`src/rtl/mult_seq_2bit.sv`:
```
// Sequential unsigned WIDTH x WIDTH multiplier built from 2x2 tiles.
// Each CALC cycle multiplies one 2-bit digit of B against all digits of A,
// shifts the partial product into place and accumulates it.

// 2x2 digit multiplier tile; APPROX=1 maps 3x3 to 7 instead of 9.
module Multiplier_2x2 #(
    parameter int APPROX = 0
) (
    input  logic [1:0] a,
    input  logic [1:0] b,
    output logic [3:0] p
);

    // Exact product, or the approximate 3x3 -> 7 substitution.
    always_comb begin
        if (APPROX != 0 && a == 2'b11 && b == 2'b11) begin
            p = 4'd7;
        end else begin
            p = {2'b00, a} * {2'b00, b};
        end
    end

endmodule

module mult_seq_2bit #(
    parameter int WIDTH  = 8,
    parameter int APPROX = 0
) (
    input  logic                 CLK,
    input  logic                 RST_N,
    input  logic                 START,
    input  logic [WIDTH-1:0]     A,
    input  logic [WIDTH-1:0]     B,
    output logic                 BUSY,
    output logic                 DONE,
    output logic [2*WIDTH-1:0]   OUT
);

    localparam int NDIG = WIDTH / 2;
    localparam int KW   = (NDIG > 1) ? $clog2(NDIG) : 1;
    localparam int PW   = WIDTH + 2;
    localparam int OW   = 2 * WIDTH;
    localparam logic [KW-1:0] K_LAST = KW'(NDIG - 1);

    generate
        if (WIDTH < 2 || (WIDTH % 2) != 0) begin : g_bad_width
            $error("mult_seq_2bit: WIDTH must be even and >= 2");
        end
    endgenerate

    typedef enum logic [1:0] {
        IDLE,
        CALC,
        FIN
    } state_t;

    state_t           state;
    logic [WIDTH-1:0] a_q;
    logic [WIDTH-1:0] b_q;
    logic [OW-1:0]    acc;
    logic [KW-1:0]    k;

    logic [1:0]       b_dig;
    logic [3:0]       tile_p [NDIG];
    logic [PW-1:0]    p_sum;
    logic [OW-1:0]    acc_next;

    // Select the current multiplier digit b_q[2k+1:2k].
    always_comb begin
        b_dig = 2'(b_q >> {k, 1'b0});
    end

    genvar gi;
    generate
        for (gi = 0; gi < NDIG; gi++) begin : g_tile
            Multiplier_2x2 #(.APPROX(APPROX)) u_tile (
                .a (a_q[2*gi +: 2]),
                .b (b_dig),
                .p (tile_p[gi])
            );
        end
    endgenerate

    // Partial product: tile outputs shifted by their A-digit position.
    always_comb begin
        p_sum = '0;
        for (int unsigned i = 0; i < NDIG; i++) begin
            p_sum = p_sum + (PW'(tile_p[i]) << (2 * i));
        end
    end

    // Accumulator update with the partial product aligned to digit k of B.
    always_comb begin
        acc_next = acc + (OW'(p_sum) << {k, 1'b0});
    end

    // Control FSM and datapath registers; FIN accepts START like IDLE.
    always_ff @(posedge CLK or negedge RST_N) begin
        if (!RST_N) begin
            state <= IDLE;
            a_q   <= '0;
            b_q   <= '0;
            acc   <= '0;
            k     <= '0;
            OUT   <= '0;
        end else begin
            case (state)
                IDLE, FIN: begin
                    if (START) begin
                        a_q   <= A;
                        b_q   <= B;
                        acc   <= '0;
                        k     <= '0;
                        state <= CALC;
                    end else begin
                        state <= IDLE;
                    end
                end
                CALC: begin
                    acc <= acc_next;
                    if (k == K_LAST) begin
                        OUT   <= acc_next;
                        state <= FIN;
                    end else begin
                        k <= k + 1'b1;
                    end
                end
                default: state <= IDLE;
            endcase
        end
    end

    // Status flags decoded from the registered state only.
    always_comb begin
        BUSY = (state == CALC);
        DONE = (state == FIN);
    end

endmodule

```
`config.mk`:
```
export PLATFORM = sky130hd
export DESIGN_NAME = mult_seq_2bit
export DESIGN_NICKNAME = d
export VERILOG_FILES = /design/src/rtl/mult_seq_2bit.sv
export SDC_FILE = /design/constraint.sdc
export NUM_CORES = 1
export LEC_CHECK = 0
export CAP_MARGIN = 20
export CORE_MARGIN = 2
export CORE_UTILIZATION = 57
export DETAILED_ROUTE_END_ITERATION = 16
export GPL_TIMING_DRIVEN = 0
export PLACE_DENSITY = 0.89
export SYNTH_ARGS = -nofsm -noshare
export SYNTH_HDL_FRONTEND = slang
export SYNTH_SLANG_ARGS = --single-unit
export TNS_END_PERCENT = 1
```
`constraint.sdc`:
```
create_clock -name CLK -period 7 [get_ports CLK]
set_clock_uncertainty 0.05 [all_clocks]
set_input_delay 1.4 -clock CLK [delete_from_list [all_inputs] [get_ports CLK]]
set_output_delay 1.4 -clock CLK [all_outputs]
set_load 0.02 [all_outputs]
```
==> qor.csv <==
metric;value;unit
vias_per_cell;5.95;
rows;28;
placed_area;3970;sq um
synth_edf_count;0;
crit_fanout;10;
initial_utilization;59.0;%
fin_area;4060;sq um
n_fill_cell;450;
cts_setup_buffers;0;
routed_wl;7880;microns
postRouteAntennaNets;0;
ys_warn_count;0;
power_density;545;nW/um^2
dpl.hpwl;5830;microns
ys_seq_elements;52;
multi_input_area;2070;sq um
drc;0;
vias;2959;
die_y;82.3;microns
cts_hold_buf;0;
cts_tree;built;
drt-initial-drc-count;300;
rsz0062_at_grt;false;
io-pin-count;37;
layout-drive-gt1-share;7.82;%
seqCellArea;1300;sq um
critPathArrivalTime;5.97;ns
cts_buffers;5;
synthToLayoutAreaGrowth;16.1;%
maxSlewViolCount;0;
h-tree-depth;2;
avgSynthCellArea;9.27;sq um
overflow;0;
numPortBuffers;36;
n_antenna_cell;0;
gp_congestion;0.884;
grt_use_total;25.3;%
p_int;1.15;mW
final-hold-violation-count;0;
finalSetupViolCount;0;
cts_root_buf;clkbuf_8;
relSlewSlack;63.9;%
clk_pin_slew_worst_paths;0.09;ns
fin_crit_sh;82.5;%
utilization;68.6;%
power.total;2.21;mW
grt_pass1_wl;12900;microns
min-delay-path-class;flip-flop to flip-flop;
crit_path_start_kind;flip-flop;
clock-sinks;52;
p_clk_share;8.4;%
swShare;48.1;%
chipWidth;82.3;microns
grt_antenna_before_repair;0;
sequentialPowerShare;23.4;%
first_pass_iters;5;
worst_slew_pin_slew;0.541;ns
layout.nets;479;
timing.final.crit_period;5.78;ns
ys_types;50;
wire_per_inst;15.9;microns
cap_violations;0;
synth_area;3500;sq um
crit_path_end_kind;flip-flop;
cts_resized;0;
timing.fmax;173;MHz
synthFlopType;dfrtp_1;
finalSetupTns;0;ns
ir_drop;0.000319;V
async_reset_ff_share;100;%
insertion_delay;0.32;ns
die_area;6780;sq um
required;7.19;ns
grt_max_degree;40;
ff2ff_setup_slack;1.22;ns
grt_pass1_vias;2810;
netlist_instances;377;
core_area;5920;sq um
p_leak;1.98;nW
yosysSeqAreaShare;37.2;%
status;completed;
p_sw;1.06;mW
cts_buffer_depth;2;
syn_nets;435;
p_comb_share;68.2;%
critPathKind;flip-flop to flip-flop;
-- worst paths after layout --
path | end | start | depth (start not counted)
setup / recovery | OUT[15] | k[1] | 22
hold / removal | b_q[2] | b_q[2] | 2
setup reg to reg | OUT[15] | k[1] | 22
hold reg to reg | b_q[2] | b_q[2] | 2
max in group asynchronous | a_q[5] | RST_N | 2
min in group asynchronous | OUT[6] | RST_N | 1
-- placed cells by master, fill, tap and decap left out, drive strengths merged, types with 8 or more instances in the layout --
| master | synthesis | layout |
|---|---|---|
| o21ai | 29 | 29 |
| inv | 11 | 11 |
| clkdlybuf4s50 | 0 | 35 |
| mux2 | 8 | 8 |
| ha | 37 | 37 |
| and2 | 19 | 19 |
| nand2 | 84 | 84 |
| buf | 6 | 8 |
| xnor2 | 9 | 9 |
| mux2i | 10 | 10 |
| clkbuf | 8 | 15 |
| a22o | 10 | 10 |
| nor2 | 13 | 13 |
| dfrtp | 52 | 52 |
| a21oi | 18 | 18 |
-- sequential cells by signal, indices dropped and copies added, names as in the netlist --
name / cells
OUT: 16
acc: 16
a_q: 8
b_q: 8
k: 2
state: 2
-- per-layer routing --
metal	part of all wire (%)	vias up	routed length (microns)	track usage, %
met5	0	-	0	0
li1	-	1402	-	-
met1	42	1412	3330	32.5
met3	6.0	31	471	4.13
met2	48	114	3810	41.7
met4	3.5	0	274	11.7
-- cells in the mapped netlist, types with 2 or more instances --
cell | count | share of area (%)
dfrtp_1 | 52 | 37
nand2_1 | 83 | 8.9
inv_1 | 11 | 1.2
buf_2 | 3 | 0.43
a21o_1 | 6 | 1.3
mux4_2 | 2 | 1.3
and3_1 | 2 | 0.36
nand3_1 | 6 | 0.86
o21ai_0 | 17 | 2.4
o211ai_1 | 3 | 0.64
mux2_2 | 8 | 2.6
nand2b_1 | 4 | 0.72
nor2b_1 | 3 | 0.54
a22o_1 | 10 | 2.5
mux2i_1 | 10 | 2.9
o21ai_1 | 11 | 1.6
o21bai_1 | 2 | 0.43
clkinv_1 | 2 | 0.21
buf_1 | 2 | 0.21
clkbuf_1 | 7 | 0.75
xor2_1 | 6 | 1.5
a21oi_2 | 2 | 0.50
ha_1 | 37 | 13
and2_1 | 19 | 3.4
a31oi_1 | 3 | 0.54
xnor2_1 | 9 | 2.3
nor3b_1 | 2 | 0.43
fa_1 | 2 | 1.1
a211oi_1 | 4 | 0.86
o21a_1 | 2 | 0.43
nor2_1 | 13 | 1.4
a21oi_1 | 16 | 2.3
-- kinds of logic (layout without fill, tap and decap cells) --
kind of cell / count (synthesis) / count (layout) / share of synthesized area [%]
buffers and inverters: 27 / 72 / 3.51
AOI/OAI and AO/OA: 88 / 88 / 16.9
adders and majority gates: 39 / 39 / 14.4
muxes: 20 / 20 / 6.73
DFF: 52 / 52 / 37.2
and+or+nand+nor: 136 / 136 / 17.5
xor gates and xnor gates: 15 / 15 / 3.76
-- stage by stage --
step	setup WS, ns	hold WS, ns	cells
after floorplan	1.94	0.390	377
after global placement	1.61	0.403	488
after detailed placement	1.48	0.416	489
after CTS	1.38	0.437	497
after global routing	1.01	0.461	497
final	1.22	0.434	497
-- power groups by stage --
stage          clock network [mW]  logic (mW)  registers, mW
4_1_cts                     0.187        1.49          0.517
3_3_place_gp                    0        1.39          0.517
5_1_grt                     0.201        1.64          0.534
2_1_floorplan                   0        1.05          0.549
6_report                    0.185        1.51          0.518
3_5_place_dp                    0        1.47          0.522
-- layout make-up --
type | instances | share of cell area (%)
plain buffers | 14 | 1.82
clock buffers | 7 | 2.13
clock inverters | 1 | 0.185
inverters | 13 | 1.20
multi-input cells | 298 | 51.0
flip-flops and latches | 52 | 32.1
well taps | 75 | 2.31
repair buffers | 37 | 9.25
-- critical path: stages (launching register included) --
cell and delay [ns]:
dfrtp_1 0.45, buf_2 0.28, mux4_2 0.43, and2_1 0.22, ha_1 0.18, ha_1 0.28, ha_1 0.33, ha_1 0.31
a21o_1 0.19, a21oi_1 0.22, o21bai_1 0.09, a21oi_1 0.20, xor2_1 0.31, o21a_1 0.18, mux2i_1 0.09, ha_1 0.40
a21oi_2 0.25, o22ai_1 0.14, nor3_1 0.27, a21oi_2 0.12, or3_4 0.35, a21o_1 0.18, a31oi_1 0.16
No activity file was read; power rests on OpenSTA's default activity.
